[config.mk]
export PLATFORM = sky130hd
export DESIGN_NAME = multicycle_ctrl
export DESIGN_NICKNAME = d
export VERILOG_FILES = /design/src/rtl/multicycle_ctrl.sv
export SDC_FILE = /design/constraint.sdc
export NUM_CORES = 1
export LEC_CHECK = 0
export ABC_AREA = 1
export BUFFER_PORTS_ARGS = -buffer_cell sky130_fd_sc_hd__buf_2
export CORE_UTILIZATION = 51
export DETAILED_ROUTE_END_ITERATION = 10
export GPL_TIMING_DRIVEN = 0
export PLACE_DENSITY = 0.77
export SLEW_MARGIN = 40
export SYNTH_ARGS = -nofsm -noshare
export SYNTH_HDL_FRONTEND = slang
export SYNTH_SLANG_ARGS = --single-unit
export TNS_END_PERCENT = 50
[constraint.sdc]
create_clock -name clk -period 1.9 [get_ports clk]
set_input_delay 0.19 -clock clk [delete_from_list [all_inputs] [get_ports clk]]
set_output_delay 0.19 -clock clk [all_outputs]
set_load 0.02 [all_outputs]
[src/rtl/multicycle_ctrl.sv]
// Multicycle CPU controller: FETCH/DECODE/EXEC/MEM/WB FSM driving the shared-memory datapath.
// Optional performance counters are enabled by defining MULTICYCLE_CTRL_PERF_EN.

module multicycle_ctrl (
   input  logic        clk,
   input  logic        reset,
   input  logic [5:0]  op,
   input  logic [5:0]  fun,
   input  logic        equal,
   input  logic        sign,
   input  logic        mem_ready,
   output logic        mem_req,
   output logic        MemWr,
   output logic        IorD,
   output logic        ir_wr,
   output logic        pc_wr,
   output logic        nPC_sel,
   output logic        RegWr,
   output logic        RegDst,
   output logic        ExtOp,
   output logic        ALUSrc,
   output logic        MemtoReg,
   output logic [2:0]  ALUctr,
   output logic        illegal,
   output logic [2:0]  state
`ifdef MULTICYCLE_CTRL_PERF_EN
   ,
   output logic [31:0] cycle_cnt,
   output logic [31:0] instr_cnt,
   output logic [31:0] stall_cnt
`endif
);

   typedef enum logic [2:0] {
      S_FETCH  = 3'd0,
      S_DECODE = 3'd1,
      S_EXEC   = 3'd2,
      S_MEM    = 3'd3,
      S_WB     = 3'd4
   } state_e;

   typedef enum logic [2:0] {
      C_RTYPE,
      C_ADDI,
      C_LW,
      C_SW,
      C_BEQ,
      C_BNE,
      C_BGTZ,
      C_ILLEGAL
   } instr_class_e;

   localparam logic [5:0] OP_RTYPE = 6'b000000;
   localparam logic [5:0] OP_ADDI  = 6'b001000;
   localparam logic [5:0] OP_LW    = 6'b100011;
   localparam logic [5:0] OP_SW    = 6'b101011;
   localparam logic [5:0] OP_BEQ   = 6'b000100;
   localparam logic [5:0] OP_BNE   = 6'b000101;
   localparam logic [5:0] OP_BGTZ  = 6'b000111;

   localparam logic [5:0] FN_SLL   = 6'b000000;
   localparam logic [5:0] FN_ADD   = 6'b100000;
   localparam logic [5:0] FN_ADDU  = 6'b100001;
   localparam logic [5:0] FN_SUB   = 6'b100010;
   localparam logic [5:0] FN_SUBU  = 6'b100011;
   localparam logic [5:0] FN_AND   = 6'b100100;
   localparam logic [5:0] FN_OR    = 6'b100101;
   localparam logic [5:0] FN_SLT   = 6'b101010;
   localparam logic [5:0] FN_SLTU  = 6'b101011;

   localparam logic [2:0] ALU_AND  = 3'd0;
   localparam logic [2:0] ALU_OR   = 3'd1;
   localparam logic [2:0] ALU_ADD  = 3'd2;
   localparam logic [2:0] ALU_SLT  = 3'd3;
   localparam logic [2:0] ALU_ADDU = 3'd4;
   localparam logic [2:0] ALU_SLL  = 3'd5;
   localparam logic [2:0] ALU_SUB  = 3'd6;
   localparam logic [2:0] ALU_SLTU = 3'd7;

   function automatic logic isRtypeFun(input logic [5:0] a_fun);
      case (a_fun)
         FN_SLL, FN_ADD, FN_ADDU, FN_SUB, FN_SUBU,
         FN_AND, FN_OR, FN_SLT, FN_SLTU: return 1'b1;
         default:                         return 1'b0;
      endcase
   endfunction

   function automatic instr_class_e classify(input logic [5:0] a_op, input logic [5:0] a_fun);
      case (a_op)
         OP_RTYPE: return isRtypeFun(a_fun) ? C_RTYPE : C_ILLEGAL;
         OP_ADDI:  return C_ADDI;
         OP_LW:    return C_LW;
         OP_SW:    return C_SW;
         OP_BEQ:   return C_BEQ;
         OP_BNE:   return C_BNE;
         OP_BGTZ:  return C_BGTZ;
         default:  return C_ILLEGAL;
      endcase
   endfunction

   function automatic logic [2:0] rtypeAluCtr(input logic [5:0] a_fun);
      case (a_fun)
         FN_ADD:  return ALU_ADD;
         FN_ADDU: return ALU_ADDU;
         FN_SUB:  return ALU_SUB;
         FN_SUBU: return ALU_SUB;
         FN_AND:  return ALU_AND;
         FN_OR:   return ALU_OR;
         FN_SLT:  return ALU_SLT;
         FN_SLTU: return ALU_SLTU;
         default: return ALU_SLL;
      endcase
   endfunction

   state_e       r_state;
   state_e       w_nextState;
   logic [5:0]   r_opQ;
   logic [5:0]   r_funQ;
   instr_class_e w_decClass;
   instr_class_e w_class;
   logic         w_branchTaken;

   // DECODE classifies the live IR fields; later states only see the latched copy.
   assign w_decClass = classify(op, fun);
   assign w_class    = classify(r_opQ, r_funQ);

   always_comb begin
      w_branchTaken = 1'b0;
      case (w_class)
         C_BEQ:   w_branchTaken = equal;
         C_BNE:   w_branchTaken = ~equal;
         C_BGTZ:  w_branchTaken = ~(equal | sign);
         default: w_branchTaken = 1'b0;
      endcase
   end

   always_ff @(posedge clk) begin
      if (reset) begin
         r_state <= S_FETCH;
         r_opQ   <= '0;
         r_funQ  <= '0;
      end else begin
         r_state <= w_nextState;
         if (r_state == S_DECODE) begin
            r_opQ  <= op;
            r_funQ <= fun;
         end
      end
   end

   always_comb begin
      w_nextState = r_state;
      mem_req     = 1'b0;
      MemWr       = 1'b0;
      IorD        = 1'b0;
      ir_wr       = 1'b0;
      pc_wr       = 1'b0;
      nPC_sel     = 1'b0;
      RegWr       = 1'b0;
      RegDst      = 1'b0;
      ExtOp       = 1'b0;
      ALUSrc      = 1'b0;
      MemtoReg    = 1'b0;
      ALUctr      = ALU_AND;
      illegal     = 1'b0;
      state       = r_state;

      // ALU controls are a pure function of the latched instruction from EXEC through WB.
      if (r_state == S_EXEC || r_state == S_MEM || r_state == S_WB) begin
         case (w_class)
            C_RTYPE: begin
               ALUSrc = 1'b0;
               ALUctr = rtypeAluCtr(r_funQ);
            end
            C_ADDI: begin
               ALUSrc = 1'b1;
               ExtOp  = 1'b1;
               ALUctr = ALU_ADD;
            end
            C_LW, C_SW: begin
               ALUSrc = 1'b1;
               ExtOp  = 1'b1;
               ALUctr = ALU_ADDU;
            end
            C_BEQ, C_BNE, C_BGTZ: begin
               ALUSrc = 1'b0;
               ALUctr = ALU_SUB;
            end
            default: ;
         endcase
      end

      case (r_state)
         S_FETCH: begin
            mem_req = 1'b1;
            IorD    = 1'b0;
            ALUctr  = ALU_ADDU;
            if (mem_ready) begin
               ir_wr       = 1'b1;
               pc_wr       = 1'b1;
               nPC_sel     = 1'b0;
               w_nextState = S_DECODE;
            end
         end
         S_DECODE: begin
            if (w_decClass == C_ILLEGAL) begin
               illegal     = 1'b1;
               w_nextState = S_FETCH;
            end else begin
               w_nextState = S_EXEC;
            end
         end
         S_EXEC: begin
            case (w_class)
               C_RTYPE, C_ADDI: w_nextState = S_WB;
               C_LW, C_SW:      w_nextState = S_MEM;
               default: begin
                  pc_wr       = w_branchTaken;
                  nPC_sel     = w_branchTaken;
                  w_nextState = S_FETCH;
               end
            endcase
         end
         S_MEM: begin
            mem_req = 1'b1;
            IorD    = 1'b1;
            MemWr   = (w_class == C_SW);
            if (mem_ready) begin
               w_nextState = (w_class == C_SW) ? S_FETCH : S_WB;
            end
         end
         S_WB: begin
            RegWr       = 1'b1;
            RegDst      = (w_class == C_RTYPE);
            MemtoReg    = (w_class == C_LW);
            w_nextState = S_FETCH;
         end
         default: w_nextState = S_FETCH;
      endcase

      // Reset silences every output immediately, so an in-flight store cannot write.
      if (reset) begin
         mem_req  = 1'b0;
         MemWr    = 1'b0;
         IorD     = 1'b0;
         ir_wr    = 1'b0;
         pc_wr    = 1'b0;
         nPC_sel  = 1'b0;
         RegWr    = 1'b0;
         RegDst   = 1'b0;
         ExtOp    = 1'b0;
         ALUSrc   = 1'b0;
         MemtoReg = 1'b0;
         ALUctr   = 3'd0;
         illegal  = 1'b0;
         state    = 3'd0;
      end
   end

`ifdef MULTICYCLE_CTRL_PERF_EN
   logic [31:0] r_cycleCnt;
   logic [31:0] r_instrCnt;
   logic [31:0] r_stallCnt;
   logic        w_decodeToExec;

   assign w_decodeToExec = (r_state == S_DECODE) && (w_nextState == S_EXEC);

   always_ff @(posedge clk) begin
      if (reset) begin
         r_cycleCnt <= '0;
         r_instrCnt <= '0;
         r_stallCnt <= '0;
      end else begin
         r_cycleCnt <= r_cycleCnt + 32'd1;
         if (w_decodeToExec) begin
            r_instrCnt <= r_instrCnt + 32'd1;
         end
         if (mem_req && !mem_ready) begin
            r_stallCnt <= r_stallCnt + 32'd1;
         end
      end
   end

   assign cycle_cnt = r_cycleCnt;
   assign instr_cnt = r_instrCnt;
   assign stall_cnt = r_stallCnt;
`endif

endmodule

==> results.py <==
metrics = {
    "run_status": {
        "violations": "setup timing",
        "status": "finished with violations",
    },
    "floorplan": {
        "core_sq_um": 2210,
        "initial_core_util_pct": 53.7,
        "rows": 17,
        "ios": 35,
        "die_area_sq_um": 2530,
        "fp.dieW_um": 50.3,
        "die_h_um": 50.3,
    },
    "route": {
        "wirelength_um": 3720,
        "vias": 1536,
        "dr.pass1.iters": 4,
        "detail-route-antenna-nets": 0,
        "detail_route.wl_per_cell_um": 13.1,
        "vias_per_cell": 5.41,
        "drt-initial-drc-count": 50,
        "drc_errors": 0,
    },
    "worst_setup_path": {
        "worst-path-max-fanout": 4,
        "path_cells": "nor2_4 > inv_2 > nor2_4 > o21ai_4 > nand3_2 > nand2_2 > nor3_4 > nand2_1 > nand2_1 > nand2_1 > nor2_1 > buf_4",
        "crit_path_start_kind": "register",
        "regToRegSetupSlack_ns": 0.39,
        "critical_path.most_common_cell": "nand2_1",
        "required_ns": 1.71,
        "cp-end-kind": "primary output",
        "worstSetupPathType": "reg2out",
        "crit_slowest_cell": "dfxtp_4",
        "cp_slowest_stage_delay_ns": 0.37,
        "arrival_ns": 1.83,
    },
    "synth": {
        "syn_inst": 205,
        "ys_seq_area_share_pct": 25.3,
        "yosys_warnings": 0,
        "avgSynthCellArea_sq_um": 5.79,
        "ys_ff_latch": 15,
        "syn_area_sq_um": 1190,
        "synth.distinct_cells": 26,
        "synth_nets": 222,
    },
    "sta": {
        "slew_headroom_pct": 71.0,
        "hold_viol": 0,
        "timing.setup.tns_ns": -0.422,
        "rsz0062_at_grt": "yes",
        "fin_ws_ns": -0.123,
        "report.final.setup_viol": 6,
        "max_freq_mhz": 494,
        "timing.final.crit_share_pct": 106,
        "tightest_slew_ns": 0.432,
        "skew_ns": 0.000700,
        "slew_viol_final": 0,
        "period_needed_ns": 2.02,
    },
    "clock_tree": {
        "clk_path_buf_depth": 2,
        "cts_sinks": 15,
        "tritoncts": "built",
        "hold_buffers": 0,
        "clk_latency_ns": 0.28,
        "cts_htree_levels": 1,
        "clk_root_buffer_cell": "clkbuf_4",
        "clk_pin_slew_worst_paths_ns": 0.09,
        "tritoncts.num_buffers": 3,
    },
    "final_layout": {
        "area_growth_pct": 46.7,
        "fin_nets": 274,
        "layout_common_cells": "29 x nand2_1, 28 x inv_1, 27 x buf_2",
        "drive_above_1_share_pct": 44.1,
        "final_core_utilization_pct": 78.7,
        "n_antenna_cell": 0,
        "layout_commonest_cell": "nand2_1",
    },
    "global_route": {
        "grt_pass1_vias": 1344,
        "grt-ovfl-total": 0,
        "grt_pass1_wl_um": 5490,
        "track_usage_pct": 28.8,
        "antenna_found_initial": 0,
        "grt_max_degree": 11,
    },
    "place": {
        "numPortBuffers": 34,
        "dp.final_hpwl_um": 2330,
        "place_congestion": 0.808,
    },
    "job": {
        "max_cap_viol_count": 0,
    },
    "power": {
        "p_total_mw": 0.998,
        "irDropWorstVdd_mv": 0.540,
        "p_leak_nw": 0.820,
        "powerDensity_nw_per_um2": 573,
    },
    "worst_hold_path": {
        "hold_class": "in2reg",
    },
}
## layer usage
layer / track usage (%) / part of all wire [%] / vias to the layer above
met1: 33.3 / 40 / 686
met4: 11.0 / 2.7 / 0
met3: 2.12 / 6.2 / 12
met2: 53.8 / 51 / 73
li1: - / - / 765
met5: 0 / 0 / -
## final timing paths
check,from,end,cells past startpoint
max,r_opQ[4]$_SDFFE_PP0P_,nPC_sel,12
min,fun[3],r_funQ[3]$_SDFFE_PP0P_,3
max reg2reg,r_state[2]$_SDFFE_PP0P_,r_funQ[4]$_SDFFE_PP0P_,5
min reg2reg,r_funQ[5]$_SDFFE_PP0P_,r_funQ[5]$_SDFFE_PP0P_,2
## cells by family after synthesis
kind of cell / count (synthesis) / synth area share, %
simple gates: 100 / 38.8
flops: 15 / 25.3
buf+inv: 44 / 14.2
compound gates: 46 / 21.7
## Yosys cell counts
| master | number | area, sq um |
|---|---|---|
| nand2_1 | 36 | 135 |
| inv_1 | 33 | 124 |
| nor2_1 | 27 | 101 |
| a21oi_1 | 20 | 100 |
| nand3_1 | 16 | 80.1 |
| o21ai_0 | 16 | 80.1 |
| dfxtp_1 | 15 | 300 |
| nor3_1 | 7 | 35.0 |
| inv_2 | 6 | 22.5 |
| nor2_2 | 6 | 37.5 |
| nand3_2 | 4 | 40.0 |
| clkbuf_1 | 3 | 11.3 |
| a21oi_2 | 2 | 17.5 |
| a31oi_1 | 2 | 12.5 |
| a2111oi_0 | 1 | 8.76 |
| a211oi_1 | 1 | 7.51 |
| and3_2 | 1 | 7.51 |
| buf_1 | 1 | 3.75 |
| buf_4 | 1 | 7.51 |
| nand2_2 | 1 | 6.26 |
| nor2_4 | 1 | 11.3 |
| o21ai_2 | 1 | 8.76 |
| o21bai_1 | 1 | 7.51 |
| o22ai_1 | 1 | 6.26 |
| o311ai_0 | 1 | 8.76 |
| or2_2 | 1 | 6.26 |
## sequential cells by signal, indices dropped and copies added, names as in the netlist
name	cells
r_opQ	6
r_funQ	6
r_state	3
## where the power goes
part           switching (mW)  total [mW]  internal [mW]
logic                   0.269       0.430          0.160
registers              0.0369       0.382          0.345
clock network           0.105       0.186         0.0815
total                   0.411       0.998          0.587
## through the flow
step	cells	setup WS, ns	hold slack, ns	area, sq um
after floorplan	205	0.177	0.357	1190
after global placement	267	0.138	0.478	1390
after detailed placement	267	0.108	0.490	1390
after CTS	282	-0.111	0.191	1630
after global routing	284	-0.253	0.239	1740
final	284	-0.123	0.184	1740
## cell type report
| cell class | instances | area [sq um] |
|---|---|---|
| Multi-Input combinational cell | 146 | 881 |
| Clock buffer | 4 | 26.3 |
| Tap cell | 28 | 35.0 |
| Inverter | 39 | 151 |
| Timing Repair Buffer | 47 | 297 |
| Fill cell | 177 | 470 |
| Sequential cell | 15 | 329 |
| Buffer | 5 | 22.5 |
## worst max-delay path, delay by kind of cell, from the launching register on
kind,cells,cell delay [ns]
DFF,1,0.37
and+or+nand+nor,9,0.89
buffers and inverters,2,0.21
AOI/OAI and AO/OA,1,0.08
## what timing repair did
item | in CTS | in global routing
pin swaps | 19 | 15
resized for setup | 43 | 30
setup endpoints to repair | 7 | 11
setup buffers | 11 | 2
Note: power is estimated with default switching activity, not from simulation.
